## config.mk

```make
export PLATFORM = sky130hd
export DESIGN_NAME = va_to_pa
export DESIGN_NICKNAME = d
export VERILOG_FILES = /design/src/rtl/va_to_pa_pkg.sv /design/src/rtl/va_to_pa_bus_line_reader.sv /design/src/rtl/va_to_pa.sv
export SDC_FILE = /design/constraint.sdc
export NUM_CORES = 2
export LEC_CHECK = 0
export CAP_MARGIN = 20
export CORE_MARGIN = 5
export CORE_UTILIZATION = 56
export CTS_BUF_LIST = sky130_fd_sc_hd__clkbuf_2 sky130_fd_sc_hd__clkbuf_4 sky130_fd_sc_hd__clkbuf_8
export DETAILED_ROUTE_END_ITERATION = 10
export GPL_TIMING_DRIVEN = 0
export PLACE_DENSITY = 0.82
export REMOVE_ABC_BUFFERS = 1
export SYNTH_ARGS = -nofsm -noshare
export SYNTH_HDL_FRONTEND = slang
export SYNTH_SLANG_ARGS = --single-unit
```

## constraint.sdc

```tcl
create_clock -name clk -period 19.91 [get_ports clk]
set_input_delay 3.982 -clock clk [delete_from_list [all_inputs] [get_ports clk]]
set_output_delay 3.982 -clock clk [all_outputs]
set_load 0.05 [all_outputs]
```

## src/rtl/va_to_pa_pkg.sv

```systemverilog
// Shared types and constants for the va_to_pa page-table walker.
package va_to_pa_pkg;

  localparam int LEVELS         = 4;
  localparam int IDX_BITS       = 9;
  localparam int PAGE_SHIFT     = 12;
  localparam int PTE_PPN_LSB    = 10;
  localparam int PTE_V_BIT      = 0;
  localparam logic [12:0] READ_TAG = 13'h1100;
  localparam int BEATS_PER_LINE = 8;

  typedef enum logic [1:0] {
    W_IDLE,
    W_ARB,
    W_WALK,
    W_DONE
  } walk_state_t;

  typedef enum logic [1:0] {
    R_IDLE,
    R_REQ,
    R_RESP
  } rd_state_t;

  // Table index for a level, taken from the VPN field VA[47:12].
  function automatic logic [IDX_BITS-1:0] va_index(
    input logic [IDX_BITS*LEVELS-1:0] vpn,
    input logic [1:0]                 level
  );
    return vpn[IDX_BITS*level +: IDX_BITS];
  endfunction

endpackage

```

## src/rtl/va_to_pa_bus_line_reader.sv

```systemverilog
// One 64-byte line read on the system bus: request handshake, then eight
// response beats assembled into a 512-bit line.
module bus_line_reader
  import va_to_pa_pkg::*;
#(
  parameter int                      BUS_DATA_WIDTH = 64,
  parameter int                      BUS_TAG_WIDTH  = 13,
  parameter logic [BUS_TAG_WIDTH-1:0] REQ_TAG       = 13'h1100
)(
  input  logic                                     clk,
  input  logic                                     reset,
  input  logic                                     i_start,
  input  logic [BUS_DATA_WIDTH-1:0]                i_addr,
  output logic                                     o_done,
  output logic [BUS_DATA_WIDTH*BEATS_PER_LINE-1:0] o_line,
  output logic                                     o_reqcyc,
  output logic [BUS_DATA_WIDTH-1:0]                o_req,
  output logic [BUS_TAG_WIDTH-1:0]                 o_reqtag,
  input  logic                                     i_reqack,
  input  logic                                     i_respcyc,
  input  logic [BUS_DATA_WIDTH-1:0]                i_resp,
  output logic                                     o_respack
);

  localparam int BEAT_W = $clog2(BEATS_PER_LINE);

  rd_state_t                               r_state;
  rd_state_t                               w_state_nxt;
  logic [BEAT_W-1:0]                       r_beat;
  logic [BUS_DATA_WIDTH*BEATS_PER_LINE-1:0] r_line;
  logic                                    w_beat_acc;
  logic                                    w_last;
  logic                                    w_unused;

  assign w_beat_acc = (r_state == R_RESP) && i_respcyc;
  assign w_last     = w_beat_acc && (r_beat == BEAT_W'(BEATS_PER_LINE - 1));
  assign o_done     = w_last;
  assign w_unused   = ^i_addr[5:0];

  always_ff @(posedge clk) begin
    if (reset) begin
      r_state <= R_IDLE;
      r_beat  <= '0;
    end else begin
      r_state <= w_state_nxt;
      if (i_start)
        r_beat <= '0;
      else if (w_beat_acc)
        r_beat <= r_beat + 1'b1;
    end
  end

  always_ff @(posedge clk) begin
    if (w_beat_acc)
      r_line[r_beat*BUS_DATA_WIDTH +: BUS_DATA_WIDTH] <= i_resp;
  end

  // A new read may be chained in the same cycle the last beat lands.
  always_comb begin
    w_state_nxt = r_state;
    case (r_state)
      R_IDLE:  if (i_start) w_state_nxt = R_REQ;
      R_REQ:   if (i_reqack) w_state_nxt = R_RESP;
      R_RESP:  if (w_last) w_state_nxt = i_start ? R_REQ : R_IDLE;
      default: w_state_nxt = R_IDLE;
    endcase
  end

  always_comb begin
    o_reqcyc  = 1'b0;
    o_req     = '0;
    o_reqtag  = '0;
    o_respack = 1'b0;
    o_line    = r_line;
    if (r_state == R_REQ) begin
      o_reqcyc = 1'b1;
      o_req    = {i_addr[BUS_DATA_WIDTH-1:6], 6'b0};
      o_reqtag = REQ_TAG;
    end
    if (r_state == R_RESP) begin
      o_respack = i_respcyc;
      if (i_respcyc)
        o_line[r_beat*BUS_DATA_WIDTH +: BUS_DATA_WIDTH] = i_resp;
    end
  end

endmodule

```

## src/rtl/va_to_pa.sv

```systemverilog
// 4-level Sv48-style page-table walker returning the leaf PTE line to the TLB.
// Optional: define VA_TO_PA_VALID_CHECK_EN to abort the walk on a PTE with V=0.
module va_to_pa #(
  parameter int                      BUS_DATA_WIDTH = 64,
  parameter int                      BUS_TAG_WIDTH  = 13,
  parameter logic [BUS_TAG_WIDTH-1:0] READ_TAG      = 13'h1100,
  parameter int                      LEVELS         = 4
)(
  input  logic                        clk,
  input  logic                        reset,
  input  logic [63:0]                 ptbr,
  input  logic                        enable,
  input  logic [63:0]                 virt_addr,
  input  logic                        abtr_grant,
  output logic                        abtr_reqcyc,
  output logic                        bus_busy,
  output logic                        main_bus_reqcyc,
  output logic [BUS_DATA_WIDTH-1:0]   main_bus_req,
  output logic [BUS_TAG_WIDTH-1:0]    main_bus_reqtag,
  input  logic                        main_bus_reqack,
  input  logic                        main_bus_respcyc,
  input  logic [BUS_DATA_WIDTH-1:0]   main_bus_resp,
  input  logic [BUS_TAG_WIDTH-1:0]    main_bus_resptag,
  output logic                        main_bus_respack,
  output logic [BUS_DATA_WIDTH*va_to_pa_pkg::BEATS_PER_LINE-1:0] phy_addr_array,
  output logic                        ready
);

  import va_to_pa_pkg::IDX_BITS;
  import va_to_pa_pkg::PAGE_SHIFT;
  import va_to_pa_pkg::PTE_PPN_LSB;
  import va_to_pa_pkg::PTE_V_BIT;
  import va_to_pa_pkg::BEATS_PER_LINE;
  import va_to_pa_pkg::walk_state_t;
  import va_to_pa_pkg::W_IDLE;
  import va_to_pa_pkg::W_ARB;
  import va_to_pa_pkg::W_WALK;
  import va_to_pa_pkg::W_DONE;
  import va_to_pa_pkg::va_index;

  localparam int LINE_W = BUS_DATA_WIDTH * BEATS_PER_LINE;
  localparam int VPN_W  = IDX_BITS * LEVELS;

  walk_state_t               r_state;
  walk_state_t               w_state_nxt;
  logic [1:0]                r_level;
  logic [VPN_W-1:0]          r_vpn;
  logic [BUS_DATA_WIDTH-1:0] r_base;
  logic [LINE_W-1:0]         r_phy;
  logic                      w_rd_start;
  logic                      w_rd_done;
  logic [LINE_W-1:0]         w_line;
  logic [BUS_DATA_WIDTH-1:0] w_pte_addr;
  logic [BUS_DATA_WIDTH-1:0] w_pte;
  logic                      w_pte_valid;
  logic                      w_unused;

  assign w_pte_addr = r_base + {{(BUS_DATA_WIDTH-IDX_BITS-3){1'b0}}, va_index(r_vpn, r_level), 3'b000};
  assign w_pte      = w_line[w_pte_addr[5:3]*BUS_DATA_WIDTH +: BUS_DATA_WIDTH];

`ifdef VA_TO_PA_VALID_CHECK_EN
  assign w_pte_valid = w_pte[PTE_V_BIT];
`else
  assign w_pte_valid = 1'b1;
`endif

  assign w_unused = ^{ptbr[63:52], virt_addr[63:PAGE_SHIFT+VPN_W], virt_addr[PAGE_SHIFT-1:0],
                      main_bus_resptag, w_pte[PTE_PPN_LSB-1:0], w_pte[63:62], w_pte[PTE_V_BIT]};

  assign phy_addr_array = r_phy;

  always_ff @(posedge clk) begin
    if (reset) begin
      r_state <= W_IDLE;
      r_level <= '0;
      r_vpn   <= '0;
      r_base  <= '0;
      r_phy   <= '0;
    end else begin
      r_state <= w_state_nxt;
      if (r_state == W_IDLE && enable) begin
        r_vpn   <= virt_addr[PAGE_SHIFT +: VPN_W];
        r_level <= 2'(LEVELS - 1);
        r_base  <= {ptbr[51:0], 12'b0};
      end
      // Beat 7 just landed: the selected PTE either ends the walk or seeds the next level.
      if (r_state == W_WALK && w_rd_done) begin
        if (!w_pte_valid)
          r_phy <= '0;
        else if (r_level == 2'd0)
          r_phy <= w_line;
        else begin
          r_level <= r_level - 2'd1;
          r_base  <= {w_pte[BUS_DATA_WIDTH-PAGE_SHIFT+PTE_PPN_LSB-1:PTE_PPN_LSB], 12'b0};
        end
      end
    end
  end

  always_comb begin
    w_state_nxt = r_state;
    abtr_reqcyc = 1'b0;
    bus_busy    = 1'b0;
    ready       = 1'b0;
    w_rd_start  = 1'b0;
    case (r_state)
      W_IDLE: if (enable) w_state_nxt = W_ARB;
      W_ARB: begin
        abtr_reqcyc = 1'b1;
        if (abtr_grant) begin
          bus_busy    = 1'b1;
          w_rd_start  = 1'b1;
          w_state_nxt = W_WALK;
        end
      end
      W_WALK: begin
        abtr_reqcyc = 1'b1;
        bus_busy    = 1'b1;
        if (w_rd_done) begin
          if (!w_pte_valid || r_level == 2'd0)
            w_state_nxt = W_DONE;
          else
            w_rd_start = 1'b1;
        end
      end
      W_DONE: begin
        abtr_reqcyc = 1'b1;
        bus_busy    = 1'b1;
        ready       = 1'b1;
        w_state_nxt = W_IDLE;
      end
      default: w_state_nxt = W_IDLE;
    endcase
  end

  bus_line_reader #(
    .BUS_DATA_WIDTH (BUS_DATA_WIDTH),
    .BUS_TAG_WIDTH  (BUS_TAG_WIDTH),
    .REQ_TAG        (READ_TAG)
  ) u_reader (
    .clk       (clk),
    .reset     (reset),
    .i_start   (w_rd_start),
    .i_addr    (w_pte_addr),
    .o_done    (w_rd_done),
    .o_line    (w_line),
    .o_reqcyc  (main_bus_reqcyc),
    .o_req     (main_bus_req),
    .o_reqtag  (main_bus_reqtag),
    .i_reqack  (main_bus_reqack),
    .i_respcyc (main_bus_respcyc),
    .i_resp    (main_bus_resp),
    .o_respack (main_bus_respack)
  );

endmodule

```

==> results_tabular.tex <==
\begin{tabular}{lr}
\hline
Metric & Value \\
\hline
\multicolumn{2}{l}{\textbf{Status}} \\
Run status & completed \\
\multicolumn{2}{l}{\textbf{Routing}} \\
Drt drc & 0 \\
Aggregate routed wire length & 195,000 µm \\
Average wire per standard cell & 26.3 µm \\
Violation count after the first detailed-routing iteration & 5,447 \\
First-pass iteration count of the detailed router & 8 \\
Routed Antenna Nets & 0 \\
Routed vias & 46,700 \\
Vias per cell & 6.29 \\
\multicolumn{2}{l}{\textbf{Logic synthesis}} \\
Mapped Cells & 5,370 \\
Count of cell types in the netlist & 67 \\
Portion of synthesized cell area occupied by the leading cell type & 29.3\% \\
Number of synthesized flops with an enable pin & 512 \\
Mux cell area share after synthesis & 11.1\% \\
Dominant combinational cell family by area after synthesis & compound AO/OA/AOI/OAI gates \\
Simple-Gate Fraction of Synth Area & 14.4\% \\
Synthesized-area fraction occupied by ao, oa, aoi and oai cells & 16.6\% \\
Predominant post-synthesis flop cell & sky130\_fd\_sc\_hd\_\_dfxtp\_1 \\
Share of flip-flops with an asynchronous set or reset & 0\% \\
Number of synthesis warnings & 0 \\
Post-synth design cell area & 52,400 µm² \\
Adder and majority cell fraction of the synthesized area & 0.491\% \\
Mean instance size in the synthesized netlist & 9.77 µm² \\
Most instantiated cells after synthesis & sky130\_fd\_sc\_hd\_\_nand2\_1 (900), sky130\_fd\_sc\_hd\_\_dfxtp\_1 (618), sky130\_fd\_sc\_hd\_\_nor2\_1 (552) \\
Proportion of synthesized chip area in sequential cells & 52.9\% \\
Cell type with the largest total area after synthesis & sky130\_fd\_sc\_hd\_\_edfxtp\_1 \\
Most frequent cell after synthesis & sky130\_fd\_sc\_hd\_\_nand2\_1 \\
Synthesis-stage register bit count & 1,130 \\
Xor-xnor portion of the synthesized cell area & 0.568\% \\
Cells taking the most area after synthesis & sky130\_fd\_sc\_hd\_\_edfxtp\_1 (29\%), sky130\_fd\_sc\_hd\_\_dfxtp\_1 (24\%), sky130\_fd\_sc\_hd\_\_a211oi\_1 (7.3\%), sky130\_fd\_sc\_hd\_\_mux2i\_1 (7.2\%), sky130\_fd\_sc\_hd\_\_nand2\_1 (6.4\%) \\
\multicolumn{2}{l}{\textbf{Floorplanning}} \\
Die area & 99,900 µm² \\
Num rows & 112 \\
Num ports & 805 \\
Initial core utilization & 56.3\% \\
Floorplan die width & 316 µm \\
Area of the core & 93,200 µm² \\
Floorplan die height & 316 µm \\
\multicolumn{2}{l}{\textbf{Global routing}} \\
Largest net degree at the start of global routing & 151 \\
Overflow left after global routing & 0 \\
Number of global-route vias before repair & 45,400 \\
Wire length of the first global-routing pass & 282,000 µm \\
Antenna violations before repair & 24 \\
All-Layer GR Usage & 37.3\% \\
\multicolumn{2}{l}{\textbf{Worst hold path}} \\
Min-Delay Path Class & reg -> reg \\
\multicolumn{2}{l}{\textbf{Finish}} \\
P\&R area growth vs syn & 26.9\% \\
Fraction of final layout cells with drive strength greater than 1 & 11.4\% \\
Final std cell area, no fill & 66,500 µm² \\
Final core area utilization & 71.4\% \\
Net total in the final layout & 6,218 \\
\multicolumn{2}{l}{\textbf{Pwr}} \\
Net switching fraction of the power & 27.0\% \\
Portion of total power attributed to combinational logic & 12.4\% \\
Power per standard cell area & 81.0 nW/µm² \\
Relative contribution of the clock network to total power & 40.7\% \\
Worst-case vdd ir drop & 0.0660 mV \\
Total leakage power & 23.1 nW \\
Net switching power & 1.46 mW \\
Proportion of power drawn by flip-flops and latches & 47.0\% \\
Total internal power & 3.93 mW \\
\multicolumn{2}{l}{\textbf{Clocking}} \\
H-tree depth & 4 \\
CTS tree & yes \\
Sink Count & 1,130 \\
Clock-pin transition on the worst setup and hold timing paths & 0.05 ns \\
Worst-Skew Late Latency & 0.89 ns \\
Count of buffers added by post-CTS timing repair for setup & 0 \\
Longest Clk Path Bufs & 3 \\
Library cell used as clock root buffer & sky130\_fd\_sc\_hd\_\_clkbuf\_8 \\
Clock buffers created by TritonCTS & 183 \\
CTS Hold Bufs & 0 \\
Post-CTS sizing & 0 \\
\multicolumn{2}{l}{\textbf{Setup path}} \\
Cells along the critical path & clkdlybuf4s50\_1, nand3b\_1, inv\_8, buf\_16, clkdlybuf4s50\_1 \\
Kind of end point of the critical path & primary output \\
Crit path DAT & 7.66 ns \\
Cell repeated most along the worst path & sky130\_fd\_sc\_hd\_\_clkdlybuf4s50\_1 \\
Critical path class & in -> out \\
Highest fanout seen on the critical path & 104 \\
Startpoint type of the worst setup path & input port \\
Slowest cell on the critical path & sky130\_fd\_sc\_hd\_\_inv\_8 \\
Total buffers and inverters traversed by the critical path & 4 \\
Data required, critical path & 15.93 ns \\
Biggest cell delay along the critical path & 0.93 ns \\
Top Family by Delay on Critical Path & buffers and inverters \\
\multicolumn{2}{l}{\textbf{Timing}} \\
Transition time at the pin with the least slew margin & 1.15 ns \\
Part of the cycle the worst path needs & 58.5\% \\
Unrepaired setup endpoints after global routing & no \\
Crit path setup slack, layout & 8.27 ns \\
Max-slew violation total from the final report & 0 \\
Number of failing setup endpoints in the final timing report & 0 \\
Shortest clock period the worst path allows after layout & 11.64 ns \\
Achievable Freq & 85.9 MHz \\
Number of failing hold endpoints at the final stage & 0 \\
Setup Skew & 0.0395 ns \\
Setup TNS & 0 ns \\
Max\_slew headroom & 23.4\% \\
\multicolumn{2}{l}{\textbf{Place}} \\
Buffers added on ports & 734 \\
Placement-stage cell area & 62,400 µm² \\
Worst slack at placement & 8.29 ns \\
Placer congestion estimate & 0.871 \\
Detailed placement HPWL & 132,000 µm \\
\multicolumn{2}{l}{\textbf{Flow run}} \\
Max-cap violation count & 0 \\
\hline
\end{tabular}
[state kept, by name, indices dropped and copies added, names as in the netlist]
signal and cells:
u_reader.r_state 2, r_level 2, u_reader.r_beat 3, r_vpn 36, phy_addr_array 512, r_base 61, u_reader.r_line 512, r_state 2
[logic make-up after synthesis]
group / count (synthesis)
DFF: 1130
xor gates and xnor gates: 34
adders and majority gates: 20
and+or+nand+nor: 1787
AOI/OAI and AO/OA: 1362
muxes: 522
buffers and inverters: 514
other: 1
[power by group through the flow]
stage	Sequential, mW	Clock [mW]	Combinational [mW]
2_1_floorplan	2.55	0	0.372
3_3_place_gp	2.59	0	0.652
3_5_place_dp	2.58	0	0.644
4_1_cts	2.53	2.20	0.647
5_1_grt	2.53	2.31	0.687
6_report	2.53	2.19	0.665
[per-layer routing]
layer | share of wire (%) | up-vias | global-route usage, %
met5 | 0.042 | - | 0
met4 | 6.8 | 12 | 21.4
met3 | 13 | 736 | 12.2
met2 | 45 | 3125 | 59.4
met1 | 35 | 22100 | 44.6
li1 | - | 20700 | -
[worst min-delay path: cells and delay by family (launching register included)]
family | cells | cell delay (ns)
flops | 1 | 0.30
compound gates | 1 | 0.05
simple gates | 1 | 0.05
[worst paths after layout]
path | startpoint | end | slack, ns | depth (start not counted)
worst min-delay path | phy_addr_array[392] | phy_addr_array[392] | 0.45 | 2
worst min register to register | phy_addr_array[392] | phy_addr_array[392] | 0.45 | 2
worst max register to register | u_reader.r_state[0] | r_base[12] | 14.38 | 12
worst max-delay path | main_bus_respcyc | main_bus_respack | 8.27 | 5
[cell type report]
| type | count | area, µm² |
|---|---|---|
| Sequential cell | 1130 | 27700 |
| Fill cell | 6598 | 26700 |
| Multi-Input combinational cell | 3742 | 23000 |
| Timing Repair Buffer | 905 | 10000 |
| Clock buffer | 316 | 3790 |
| Tap cell | 1254 | 1570 |
| Clock inverter | 29 | 250 |
| Inverter | 25 | 101 |
| Antenna cell | 21 | 52.6 |
[stage by stage]
step	hold WS, ns	power, mW	std cells
final	0.447	5.39	7422
after floorplan	0.427	2.92	4897
after CTS	0.451	5.37	7400
after detailed placement	0.443	3.22	7055
after global placement	0.439	3.24	6885
after global routing	0.470	5.53	7418
[layout by cell type (no fill, tap or decap), types with 35 or more instances in the layout]
cell,netlist,final
sky130_fd_sc_hd__mux2_2,106,106
sky130_fd_sc_hd__clkbuf_4,0,89
sky130_fd_sc_hd__edfxtp_1,512,512
sky130_fd_sc_hd__a21oi_1,256,256
sky130_fd_sc_hd__nor3_1,40,39
sky130_fd_sc_hd__and2_1,93,93
sky130_fd_sc_hd__nor2b_1,51,50
sky130_fd_sc_hd__o221ai_1,52,52
sky130_fd_sc_hd__clkdlybuf4s50_1,0,733
sky130_fd_sc_hd__buf_12,0,35
sky130_fd_sc_hd__dfxtp_1,618,617
sky130_fd_sc_hd__buf_6,2,55
sky130_fd_sc_hd__mux4_2,38,38
sky130_fd_sc_hd__nor2_1,552,549
sky130_fd_sc_hd__clkbuf_8,0,227
sky130_fd_sc_hd__mux2i_1,378,378
sky130_fd_sc_hd__o21ai_0,415,415
sky130_fd_sc_hd__nand2_1,900,896
sky130_fd_sc_hd__a211oi_1,510,510
No activity file was read; power rests on OpenSTA's default activity.
